<file path="src/rtl/alu_pkg.sv">
// Shared ALU definitions: operation codes and flag bit positions.
package alu_pkg;

  typedef enum logic [4:0] {
    OP_ADD = 5'd1,
    OP_SUB = 5'd2,
    OP_MUL = 5'd3,
    OP_MOV = 5'd4,
    OP_SLL = 5'd5,
    OP_SRL = 5'd6,
    OP_SRA = 5'd7,
    OP_ROR = 5'd8,
    OP_AND = 5'd9,
    OP_OR  = 5'd10,
    OP_XOR = 5'd11,
    OP_NOT = 5'd12
  } alu_op_e;

  localparam int FLAG_N = 3;
  localparam int FLAG_Z = 2;
  localparam int FLAG_C = 1;
  localparam int FLAG_V = 0;

endpackage

</file>
<file path="src/rtl/alu_comb.sv">
// Combinational ALU datapath: next result and N/Z/C/V flags from opcode and operands.
module alu_comb
  import alu_pkg::*;
#(
  parameter int WIDTH = 32
) (
  input  logic [4:0]       i_alu_ctrl,
  input  logic [WIDTH-1:0] i_src_a,
  input  logic [WIDTH-1:0] i_src_b,
  output logic [WIDTH-1:0] o_result,
  output logic [3:0]       o_flags
);

  logic [4:0]       w_shamt;
  logic [WIDTH:0]   w_add;
  logic [WIDTH-1:0] w_sub;
  logic [WIDTH-1:0] w_mul;
  logic [WIDTH:0]   w_sll_ext;
  logic [WIDTH:0]   w_srl_ext;
  logic [WIDTH:0]   w_sra_ext;
  logic [WIDTH-1:0] w_ror;
  logic [WIDTH-1:0] w_res;
  logic             w_c;
  logic             w_v;

  assign w_shamt = i_src_b[4:0];
  assign w_add   = {1'b0, i_src_a} + {1'b0, i_src_b};
  assign w_sub   = i_src_a - i_src_b;
  assign w_mul   = i_src_a * i_src_b;

  // One guard bit beyond the shifted edge captures the last bit shifted out;
  // a zero shift leaves the guard bit at 0, which gives C=0 for free.
  assign w_sll_ext = {1'b0, i_src_a} << w_shamt;
  assign w_srl_ext = {i_src_a, 1'b0} >> w_shamt;
  assign w_sra_ext = $signed({i_src_a, 1'b0}) >>> w_shamt;
  assign w_ror     = (i_src_a >> w_shamt) | (i_src_a << (WIDTH - int'(w_shamt)));

  always_comb begin
    w_res = '0;
    w_c   = 1'b0;
    w_v   = 1'b0;
    case (i_alu_ctrl)
      OP_ADD: begin
        w_res = w_add[WIDTH-1:0];
        w_c   = w_add[WIDTH];
        w_v   = (i_src_a[WIDTH-1] == i_src_b[WIDTH-1]) &&
                (w_add[WIDTH-1] != i_src_a[WIDTH-1]);
      end
      OP_SUB: begin
        w_res = w_sub;
        w_c   = (i_src_a >= i_src_b);
        w_v   = (i_src_a[WIDTH-1] != i_src_b[WIDTH-1]) &&
                (w_sub[WIDTH-1] != i_src_a[WIDTH-1]);
      end
      OP_MUL: w_res = w_mul;
      OP_MOV: w_res = i_src_a;
      OP_SLL: begin
        w_res = w_sll_ext[WIDTH-1:0];
        w_c   = w_sll_ext[WIDTH];
      end
      OP_SRL: begin
        w_res = w_srl_ext[WIDTH:1];
        w_c   = w_srl_ext[0];
      end
      OP_SRA: begin
        w_res = w_sra_ext[WIDTH:1];
        w_c   = w_sra_ext[0];
      end
      OP_ROR: begin
        w_res = w_ror;
        w_c   = (w_shamt != 5'd0) && w_ror[WIDTH-1];
      end
      OP_AND: w_res = i_src_a & i_src_b;
      OP_OR:  w_res = i_src_a | i_src_b;
      OP_XOR: w_res = i_src_a ^ i_src_b;
      OP_NOT: w_res = ~i_src_a;
      default: w_res = '0;
    endcase
  end

  assign o_result         = w_res;
  assign o_flags[FLAG_N]  = w_res[WIDTH-1];
  assign o_flags[FLAG_Z]  = (w_res == '0);
  assign o_flags[FLAG_C]  = w_c;
  assign o_flags[FLAG_V]  = w_v;

endmodule

</file>
<file path="src/rtl/alu.sv">
// Registered ALU: one-cycle latency wrapper around alu_comb with synchronous reset.
module alu
  import alu_pkg::*;
#(
  parameter int WIDTH = 32
) (
  input  logic             clk,
  input  logic             rst,
  input  logic [4:0]       alu_ctrl,
  input  logic [WIDTH-1:0] srcA,
  input  logic [WIDTH-1:0] srcB,
  output logic [WIDTH-1:0] result,
  output logic [3:0]       alu_flags
);

  logic [WIDTH-1:0] w_next_result;
  logic [3:0]       w_next_flags;
  logic [WIDTH-1:0] r_result;
  logic [3:0]       r_flags;

  alu_comb #(.WIDTH(WIDTH)) u_comb (
    .i_alu_ctrl (alu_ctrl),
    .i_src_a    (srcA),
    .i_src_b    (srcB),
    .o_result   (w_next_result),
    .o_flags    (w_next_flags)
  );

  always_ff @(posedge clk) begin
    if (rst) begin
      r_result <= '0;
      r_flags  <= 4'b0000;
    end else begin
      r_result <= w_next_result;
      r_flags  <= w_next_flags;
    end
  end

  assign result    = r_result;
  assign alu_flags = r_flags;

endmodule

</file>
<file path="config.mk">
export PLATFORM = sky130hd
export DESIGN_NAME = alu
export DESIGN_NICKNAME = d
export VERILOG_FILES = /design/src/rtl/alu_pkg.sv /design/src/rtl/alu_comb.sv /design/src/rtl/alu.sv
export SDC_FILE = /design/constraint.sdc
export NUM_CORES = 2
export LEC_CHECK = 0
export ABC_AREA = 1
export CAP_MARGIN = 20
export CORE_MARGIN = 2
export CORE_UTILIZATION = 66
export DETAILED_ROUTE_END_ITERATION = 16
export GPL_TIMING_DRIVEN = 0
export PLACE_DENSITY = 0.95
export REMOVE_ABC_BUFFERS = 1
export SLEW_MARGIN = 10
export SYNTH_ARGS = -nofsm -noshare
export SYNTH_HDL_FRONTEND = slang
export SYNTH_SLANG_ARGS = --single-unit
</file>
<file path="constraint.sdc">
create_clock -name clk -period 25 [get_ports clk]
set_input_delay 2.5 -clock clk [delete_from_list [all_inputs] [get_ports clk]]
set_output_delay 2.5 -clock clk [all_outputs]
set_load 0.005 [all_outputs]
</file>
==> flow_metrics.tcl <==
set metrics [dict create \
    status "finished clean" \
    start_util 0.6716 \
    max_cap_violations 0 \
    ant_nets 0 \
    crit_path_end_kind "register" \
    final_nets 5285 \
    stdcell_count 5175 \
    rsz0062_at_grt "false" \
    drive_above_1_share 0.02837 \
    grt_pass1_wl_um 198900 \
    tightest_slew_ns 1.333 \
    postLayoutCoreUtil 0.7067 \
    cts_root_buf "clkbuf_16" \
    slew_viol_final 0 \
    finalSetupViolCount 0 \
    post_cts_resized 0 \
    required_ns 25.21 \
    synth-main-ff-cell "dfxtp_1" \
    cts_buffers 5 \
    grt_max_degree 66 \
    syn_avg_cell_area_um2 6.224 \
    fin_crit_sh 0.4534 \
    first_pass_iters 14 \
    num_rows 76 \
    fin_ws_ns 13.66 \
    syn-cell-area_um2 29060 \
    worstHoldPathCells 7 \
    io_buffers 106 \
    synth-async-reset-ratio 0 \
    synth_enable_flop_cells 0 \
    avgRoutedWirePerCell_um 26.04 \
    post-route-min-period_ns 11.34 \
    drt_iter0_drc 5580 \
    ys_warn_count 0 \
    place_inst 5152 \
    critPathKind "in2reg" \
    cts.sinks 35 \
    htreeDepth 2 \
    fp.dieH_um 213.8 \
    fillers 3558 \
    synthCells 4669 \
    dp_slack_ns 13.97 \
    antenna_found_initial 15 \
    cp_max_fo 23 \
    clock.fmax_mhz 88.21 \
    syn2layout_area_growth_pct 5.227 \
    synthDistinctLibCells 61 \
    synth_seq_cells 35 \
    dpl.hpwl_um 102900 \
    cpPeakStageDelay_ns 1.12 \
    io-pin-count 107 \
    cp_slowest_cell "clkdlybuf4s50_1" \
    grt_pass1_vias 32966 \
    ys_seq_area_frac 0.02411 \
    start_kind "input port" \
    hold_viol_final 0 \
    postCtsHoldBufs 0 \
    grt_use_total 0.6026 \
    chipWidth_um 213.8 \
    via_per_inst 6.510 \
    critPathLaunch "srcB[10]" \
    arrival_ns 11.54 \
    drc 0 \
    coreArea_um2 43270 \
    routed_wl_um 134800 \
    cts_setup_buffers 0 \
    num_vias 33689 \
    maxSlewHeadroom 0.1085 \
    cts.reportedPaths.clkPinSlew_ns 0.06 \
    cpMostUsedCell "fa_1" \
    globalplace.congestion 1.201 \
    fin_tns_setup_ns 0 \
    cts_tree "yes" \
    hp-class "in2reg" \
    cts.path.max_buffers 2 \
    die_area_um2 45720 \
    min_from "srcB[2]" \
    grt_overflow 0 \
]
[final timing paths]
| path | to | slack (ns) |
|---|---|---|
| worst min-delay path | result[4]$_SDFF_PP0_ | 3.09 |
| worst max-delay path | alu_flags[2]$_SDFF_PP0_ | 13.66 |
[synth_stat cells (10+ instances only)]
master    instances  area, um2
nand2_1        1351       5071
inv_1          1015       3810
fa_1            410       8208
nand3_1         313       1567
nor2_1          270       1013
ha_1            222       2778
o21ai_0         198      991.0
a21oi_1         187      935.9
clkbuf_1        111      416.7
buf_2            68      340.3
o21ai_1          52      260.3
o211ai_1         48      360.4
o22ai_1          47      294.0
nand4_1          46      287.8
buf_1            36      135.1
dfxtp_1          35      700.7
nor3_1           31      155.2
inv_2            15      56.30
nand3b_1         13      97.59
xor2_1           12      105.1
a31oi_1          11      68.82
o221ai_1         11      96.34
a211oi_1         10      75.07
a21o_1           10      75.07
buf_4            10      75.07
[cell type report]
cell class	instances	area, um2	share of cell area
antenna	7	17.52	0.0005729
clock buffer	5	125.1	0.004092
clock inverter	3	25.02	0.0008184
inverter	1036	3891	0.1273
multi-input combinational	3360	23400	0.7653
sequential	35	700.7	0.02291
tap	585	732.0	0.02394
timing repair buffer	144	1685	0.05512
[state kept, by name, indices dropped and copies added (netlist names)]
name	flops
result	32
alu_flags	3
[cell usage in the layout, fill, tap and decap left out, types with 7 or more instances in the layout]
| cell | n |
|---|---|
| a211oi_1 | 10 |
| a21boi_0 | 8 |
| a21o_1 | 10 |
| a21oi_1 | 187 |
| a21oi_2 | 8 |
| a31oi_1 | 11 |
| buf_16 | 13 |
| buf_2 | 23 |
| buf_8 | 20 |
| clkdlybuf4s50_1 | 79 |
| dfxtp_1 | 35 |
| diode_2 | 7 |
| fa_1 | 410 |
| ha_1 | 222 |
| inv_1 | 1015 |
| inv_2 | 15 |
| mux2i_1 | 7 |
| nand2_1 | 1351 |
| nand2_2 | 9 |
| nand3_1 | 312 |
| nand3b_1 | 13 |
| nand4_1 | 46 |
| nor2_1 | 266 |
| nor2_2 | 8 |
| nor3_1 | 31 |
| nor4_1 | 9 |
| o2111ai_1 | 8 |
| o211ai_1 | 48 |
| o21a_1 | 9 |
| o21ai_0 | 198 |
| o21ai_1 | 52 |
| o21bai_1 | 7 |
| o221ai_1 | 11 |
| o22ai_1 | 47 |
| xor2_1 | 12 |
[per-layer routing]
metal | vias up | share of wire | track usage
met4 | 16 | 0.11 | 0.5089
met3 | 1170 | 0.18 | 0.3885
li1 | 14144 | - | -
met1 | 15220 | 0.31 | 0.6380
met5 | - | 0.0023 | 0.09052
met2 | 3139 | 0.39 | 0.8213
[logic make-up after synthesis]
family / share of synthesized area
and+or+nand+nor: 0.2913
buffers and inverters: 0.1714
AOI/OAI and AO/OA: 0.1270
adders and majority gates: 0.3780
DFF: 0.02411
xor gates and xnor gates: 0.005727
muxes: 0.002411
[critical path: cells and delay by family]
family | cells | cell delay [ns]
and+or+nand+nor | 7 | 1.30
adders and majority gates | 10 | 4.80
buffers and inverters | 5 | 1.68
AOI/OAI and AO/OA | 4 | 1.22
[per-stage QoR]
stage	cell area (um2)	hold slack (ns)
CTS	30450	3.066
floorplan	27970	2.569
finish	30580	3.086
detailed placement	30300	3.198
global placement	29760	3.204
global route	30570	3.109
Power is left out: the tool's default activity adds up to more than one toggle a clock period on the data nets, which glitch-free logic cannot reach.
